`config.mk`:
```
export PLATFORM = sky130hd
export DESIGN_NAME = uart_rx_sniffer_flat
export DESIGN_NICKNAME = d
export VERILOG_FILES = /design/src/rtl/uart_rx_sniffer_if.sv /design/src/rtl/uart_rx_sniffer.sv /design/src/flat_wrapper.sv
export SDC_FILE = /design/constraint.sdc
export NUM_CORES = 1
export LEC_CHECK = 0
export CORE_MARGIN = 2
export CORE_UTILIZATION = 55
export CTS_BUF_LIST = sky130_fd_sc_hd__clkbuf_4
export CTS_CLUSTER_SIZE = 25
export DETAILED_ROUTE_END_ITERATION = 8
export PLACE_DENSITY_LB_ADDON = 0.2
export SLEW_MARGIN = 0
export SYNTH_ARGS = -nofsm -noshare
export SYNTH_HDL_FRONTEND = slang
export SYNTH_SLANG_ARGS = --single-unit
```
`constraint.sdc`:
```
create_clock -name clk50M -period 2.4 [get_ports clk50M]
set_input_delay 0.48 -clock clk50M [delete_from_list [all_inputs] [get_ports clk50M]]
set_output_delay 0.48 -clock clk50M [all_outputs]
set_load 0.1 [all_outputs]
```
`src/rtl/uart_rx_sniffer_if.sv`:
```
// Receive-side byte stream handshake: the producer drives data/valid, the consumer drives ready.
interface uart_rx_sniffer_if;
   logic [7:0] rx_data;
   logic       rx_valid;
   logic       rx_ready;

   modport master (output rx_data, output rx_valid, input rx_ready);
   modport slave  (input rx_data, input rx_valid, output rx_ready);
endinterface

```
`src/rtl/uart_rx_sniffer.sv`:
```
// 8N1 UART receiver with 16x oversampling, 3-sample majority vote and a FWFT receive FIFO.
module uart_rx_sniffer #(
   parameter int CLK_HZ     = 50_000_000,
   parameter int BAUD       = 115200,
   parameter int FIFO_DEPTH = 8
) (
   input  logic                      clk50M,
   input  logic                      reset_n,
   input  logic                      rxd,
   uart_rx_sniffer_if.master         rx_if,
   output logic                      frame_err,
   output logic                      overrun,
   output logic                      busy
);
   localparam int DIV_RAW = (CLK_HZ + BAUD*8) / (BAUD*16);
   localparam int DIV     = (DIV_RAW < 1) ? 1 : DIV_RAW;
   localparam int PW      = (DIV > 1) ? $clog2(DIV) : 1;
   localparam int AW      = $clog2(FIFO_DEPTH);

   localparam logic [1:0] IDLE  = 2'd0;
   localparam logic [1:0] START = 2'd1;
   localparam logic [1:0] DATA  = 2'd2;
   localparam logic [1:0] STOP  = 2'd3;

   logic          s1_q, s1_d, rxs_q, rxs_d, rxs_prev_q, rxs_prev_d;
   logic [PW-1:0] presc_q, presc_d;
   logic [3:0]    phase_q, phase_d;
   logic [1:0]    hist_q, hist_d;
   logic [1:0]    state_q, state_d;
   logic [2:0]    bit_cnt_q, bit_cnt_d;
   logic [7:0]    sh_q, sh_d;
   logic [AW:0]   wr_q, wr_d, rd_q, rd_d;
   logic [7:0]    mem_q [FIFO_DEPTH];

   logic tick, eval, wrap, maj, push_req, fe, full, empty, pop, push_ok;

   assign tick = (presc_q == PW'(DIV-1));
   assign eval = tick && (phase_q == 4'd8);
   assign wrap = tick && (phase_q == 4'd15);
   // hist holds the samples taken on the ticks entering phases 7 and 8; rxs now is the phase-9 sample
   assign maj  = (hist_q[1] & hist_q[0]) | (hist_q[1] & rxs_q) | (hist_q[0] & rxs_q);

   assign full  = (wr_q[AW] != rd_q[AW]) && (wr_q[AW-1:0] == rd_q[AW-1:0]);
   assign empty = (wr_q == rd_q);
   assign pop   = !empty && rx_if.rx_ready;
   assign push_ok = push_req && (!full || pop);

   always_comb begin
      s1_d       = rxd;
      rxs_d      = s1_q;
      rxs_prev_d = rxs_q;
      presc_d    = tick ? '0 : presc_q + 1'b1;
      phase_d    = tick ? phase_q + 4'd1 : phase_q;
      hist_d     = tick ? {hist_q[0], rxs_q} : hist_q;
      state_d    = state_q;
      bit_cnt_d  = bit_cnt_q;
      sh_d       = sh_q;
      push_req   = 1'b0;
      fe         = 1'b0;
      case (state_q)
         IDLE: begin
            if (!rxs_q && rxs_prev_q) begin
               presc_d = '0;
               phase_d = 4'd0;
               state_d = START;
            end
         end
         START: begin
            if (eval && maj) begin
               state_d = IDLE;
            end else if (wrap) begin
               state_d   = DATA;
               bit_cnt_d = 3'd0;
            end
         end
         DATA: begin
            if (eval) sh_d = {maj, sh_q[7:1]};
            if (wrap) begin
               if (bit_cnt_q == 3'd7) state_d = STOP;
               else                   bit_cnt_d = bit_cnt_q + 3'd1;
            end
         end
         default: begin
            // leaving at mid-stop re-arms edge detection early enough for skewed back-to-back frames
            if (eval) begin
               push_req = maj;
               fe       = !maj;
               state_d  = IDLE;
            end
         end
      endcase
      wr_d = wr_q + (AW+1)'(push_ok);
      rd_d = rd_q + (AW+1)'(pop);
   end

   always_ff @(posedge clk50M or negedge reset_n) begin
      if (!reset_n) begin
         s1_q       <= 1'b1;
         rxs_q      <= 1'b1;
         rxs_prev_q <= 1'b1;
         presc_q    <= '0;
         phase_q    <= 4'd0;
         hist_q     <= 2'b11;
         state_q    <= IDLE;
         bit_cnt_q  <= 3'd0;
         sh_q       <= 8'h00;
         wr_q       <= '0;
         rd_q       <= '0;
      end else begin
         s1_q       <= s1_d;
         rxs_q      <= rxs_d;
         rxs_prev_q <= rxs_prev_d;
         presc_q    <= presc_d;
         phase_q    <= phase_d;
         hist_q     <= hist_d;
         state_q    <= state_d;
         bit_cnt_q  <= bit_cnt_d;
         sh_q       <= sh_d;
         wr_q       <= wr_d;
         rd_q       <= rd_d;
      end
   end

   always_ff @(posedge clk50M) begin
      if (push_ok) mem_q[wr_q[AW-1:0]] <= sh_q;
   end

   assign rx_if.rx_valid = !empty;
   assign rx_if.rx_data  = empty ? 8'h00 : mem_q[rd_q[AW-1:0]];
   assign frame_err      = fe;
   assign overrun        = push_req && !push_ok;
   assign busy           = (state_q != IDLE);
endmodule

```
`src/flat_wrapper.sv`:
```
// flat-port wrapper written by rule: the top's interface ports become plain ports
module uart_rx_sniffer_flat 
#(
   parameter int CLK_HZ     = 50_000_000,
   parameter int BAUD       = 115200,
   parameter int FIFO_DEPTH = 8
)
  (clk50M, reset_n, rxd, frame_err, overrun, busy, rx_if_rx_data, rx_if_rx_valid, rx_if_rx_ready);
  uart_rx_sniffer_if rx_if_i ();
  input  logic clk50M;
  input  logic reset_n;
  input  logic rxd;
  output logic frame_err;
  output logic overrun;
  output logic busy;
  output wire logic [$bits(rx_if_i.rx_data)-1:0] rx_if_rx_data;
  output wire logic [$bits(rx_if_i.rx_valid)-1:0] rx_if_rx_valid;
  input wire logic [$bits(rx_if_i.rx_ready)-1:0] rx_if_rx_ready;
  assign rx_if_rx_data = rx_if_i.rx_data;
  assign rx_if_rx_valid = rx_if_i.rx_valid;
  assign rx_if_i.rx_ready = rx_if_rx_ready;
  uart_rx_sniffer #(.CLK_HZ(CLK_HZ), .BAUD(BAUD), .FIFO_DEPTH(FIFO_DEPTH)) u_core (.clk50M(clk50M), .reset_n(reset_n), .rxd(rxd), .rx_if(rx_if_i), .frame_err(frame_err), .overrun(overrun), .busy(busy));
endmodule
```
==> qor.yml <==
grt_max_degree: 36
synth_largest_area_cell: "edfxtp_1"
yosys_warnings: 0
multi_input_area_sq_um: 1500
worst-setup-path-type: "flop to output pin"
viasPerCell: 5.35
arrival_ns: 2.02
cts_buffers: 9
fp.dieW_microns: 92.6
synth_top_flop_cell: "edfxtp_1"
grt_pass1_wl_microns: 12300
timing.final.crit_share_pct: 104
finish.net_count: 332
regArea_sq_um: 2810
syn_nets: 274
final-setup-viol-count: 11
antenna_found_initial: 0
status: "finished, violations left"
gp_congestion: 0.858
ioPinCount: 16
cts_tree: "yes"
hold_viol_final: 0
clkPwrFrac_pct: 19.3
synth_area_sq_um: 4310
p_leak_nw: 2.27
ys_seq_area_share_pct: 65.0
vias: 2252
cp_max_fo: 5
dp_hpwl_microns: 4960
placed_area_sq_um: 4860
power.switching_mw: 1.28
ir_worst_vdd_mv: 0.534
clock_latency_ns: 0.44
cts_root_buf: "clkbuf_4"
ys_types: 46
worstPathRequired_ns: 1.92
design.core.area_sq_um: 7650
final.min_clock_period_ns: 2.50
final_common_cell: "edfxtp_1"
routed_wl_microns: 7300
routedWlPerCell_microns: 17.3
synth_edf_count: 64
final_cell_mix: "64 x edfxtp_1, 33 x buf_4, 29 x dfrtp_1"
fmax_ghz: 0.399
min_path_type: "flop to flop"
dieArea_sq_um: 8570
drt-initial-drc-count: 100
clk_pin_slew_ns: 0.16
skew_ns: 0.0153
htree_levels: 3
rows: 32
start_util_pct: 56.4
rsz0062_at_grt: "true"
ant_nets: 0
drv_slew: 0
dr.pass1.iters: 4
finalPower_mw: 4.10
clockBufferDepth: 2
violations: "setup timing"
synthTopCellsByArea: "edfxtp_1 45%, dfrtp_1 17%, mux4_2 8.4%"
tightest_slew_ns: 0.696
synth_top_area_share_pct: 44.6
drc: 0
slew_headroom_pct: 53.4
syn_inst: 256
port_buffers: 15
syn_to_final_growth_pct: 21.0
switching_share_pct: 31.3
crit_path_end_kind: "output pin"
grt_pass1_vias: 2401
post_synth.cell_area_avg_sq_um: 16.8
grtUsageTotal_pct: 19.1
ys_ff_latch: 99
combPwrFrac_pct: 31.5
drive_above_1_share_pct: 42.0
finalWorstSetupSlack_ns: -0.104
powerDensity_nw_per_um2: 786
maxCapViolCount: 0
n_fill_cell: 512
n_antenna_cell: 0
clock-sinks: 99
async_flop_share_pct: 35.4
p_int_mw: 2.82
startpoint_type: "flop"
chipHeight_microns: 92.6
grt-ovfl-total: 0
seq_power_share_pct: 49.2
final_area_sq_um: 5220
## through the flow
step | util [%] | hold WS, ns | TNS, ns | cells | worst slack (ns)
global route | 68.2 | 0.374 | -2.24 | 421 | -0.221
global placement | 63.6 | 0.346 | 0 | 389 | 0.0666
finish | 68.2 | 0.373 | -0.945 | 421 | -0.104
floorplan | - | 0.184 | -2.12 | 256 | -0.384
detailed placement | 63.6 | 0.351 | -0.0712 | 389 | -0.00936
CTS | 67.4 | 0.371 | -1.53 | 418 | -0.194
## final timing paths
kind                                    from  slack, ns  depth (start not counted)                  to
setup / recovery              u_core.rd_q[0]      -0.10                          8    rx_if_rx_data[1]
max in group asynchronous            reset_n       1.61                          2        u_core.rxs_d
hold reg to reg                 u_core.rxs_d       0.37                          0   u_core.rxs_prev_d
min in group asynchronous            reset_n       0.43                          2      u_core.wr_q[3]
hold / removal                  u_core.rxs_d       0.37                          0   u_core.rxs_prev_d
setup reg to reg           u_core.phase_q[1]       0.13                          7  u_core.mem_q[0][3]
## final cells by class
cell class	instances	share of cell area, %
multi-input cells	139	28.7
clock buffers	9	1.29
flip-flops and latches	99	53.8
well taps	102	2.45
inverters	9	0.695
clock inverters	7	1.10
repair buffers	56	12.0
## worst max-delay path, stage by stage (launching register included)
cell	delay [ns]
dfrtp_2	0.48
buf_6	0.14
xnor2_2	0.15
nand3_2	0.12
buf_6	0.15
nor2b_4	0.15
buf_6	0.16
nor2_2	0.06
buf_12	0.17
## cells by family after synthesis
| logic type | count (synthesis) | share of synthesized area [%] |
|---|---|---|
| flops | 99 | 65.0 |
| simple gates | 60 | 8.33 |
| mux | 35 | 13.9 |
| buf+inv | 18 | 2.38 |
| compound gates | 15 | 2.90 |
| fa+ha+maj | 15 | 4.32 |
| xor+xnor | 14 | 3.19 |
## synth_stat cells (2+ instances only)
master,instances
nor3_1,2
dfrtp_1,30
buf_2,4
nand3_1,6
mux2_4,9
mux4_2,16
mux2i_1,8
buf_4,2
and3_4,2
edfxtp_1,64
a21oi_1,4
nor2b_1,6
and3b_1,3
nand4_1,2
mux2_2,2
xnor2_2,2
nor3b_2,3
nor2_1,22
dfstp_2,5
xnor2_1,6
inv_1,9
xor2_1,6
ha_1,14
buf_6,3
nand2_1,4
a22o_1,2
## what timing repair did
action                     4_1_cts  5_1_grt
setup endpoints to repair       11       27
hold buffers                     0        0
gates resized for setup         18       13
cloned                           1        0
hold endpoints to repair         0        0
buffers inserted                12        3
pin swaps                        4        2
## power groups by stage
stage | sequential (mW) | clock (mW) | combinational [mW]
2_1_floorplan | 2.04 | 0 | 0.778
3_3_place_gp | 2.04 | 0 | 1.08
3_5_place_dp | 2.05 | 0 | 1.09
4_1_cts | 2.01 | 0.818 | 1.25
5_1_grt | 2.03 | 0.882 | 1.41
6_report | 2.02 | 0.791 | 1.29
## sequential cells by signal, indices dropped and copies added, names as in the netlist
name / cells
u_core.bit_cnt_q: 3
u_core.hist_q: 2
u_core.mem_q: 64
u_core.phase_q: 4
u_core.presc_q: 5
u_core.rd_q: 4
u_core.rxs_d: 1
u_core.rxs_prev_d: 1
u_core.rxs_prev_q: 1
u_core.sh_q: 8
u_core.state_q: 2
u_core.wr_q: 4
## metal layers
metal | GRT usage, % | up-vias | wire [microns]
li1 | - | 1082 | -
met1 | 25.3 | 1136 | 3360
met2 | 31.9 | 28 | 3670
met3 | 3.74 | 6 | 176
met4 | 6.72 | 0 | 91
met5 | 0 | - | 0
Power figures use the tool's default switching activity.
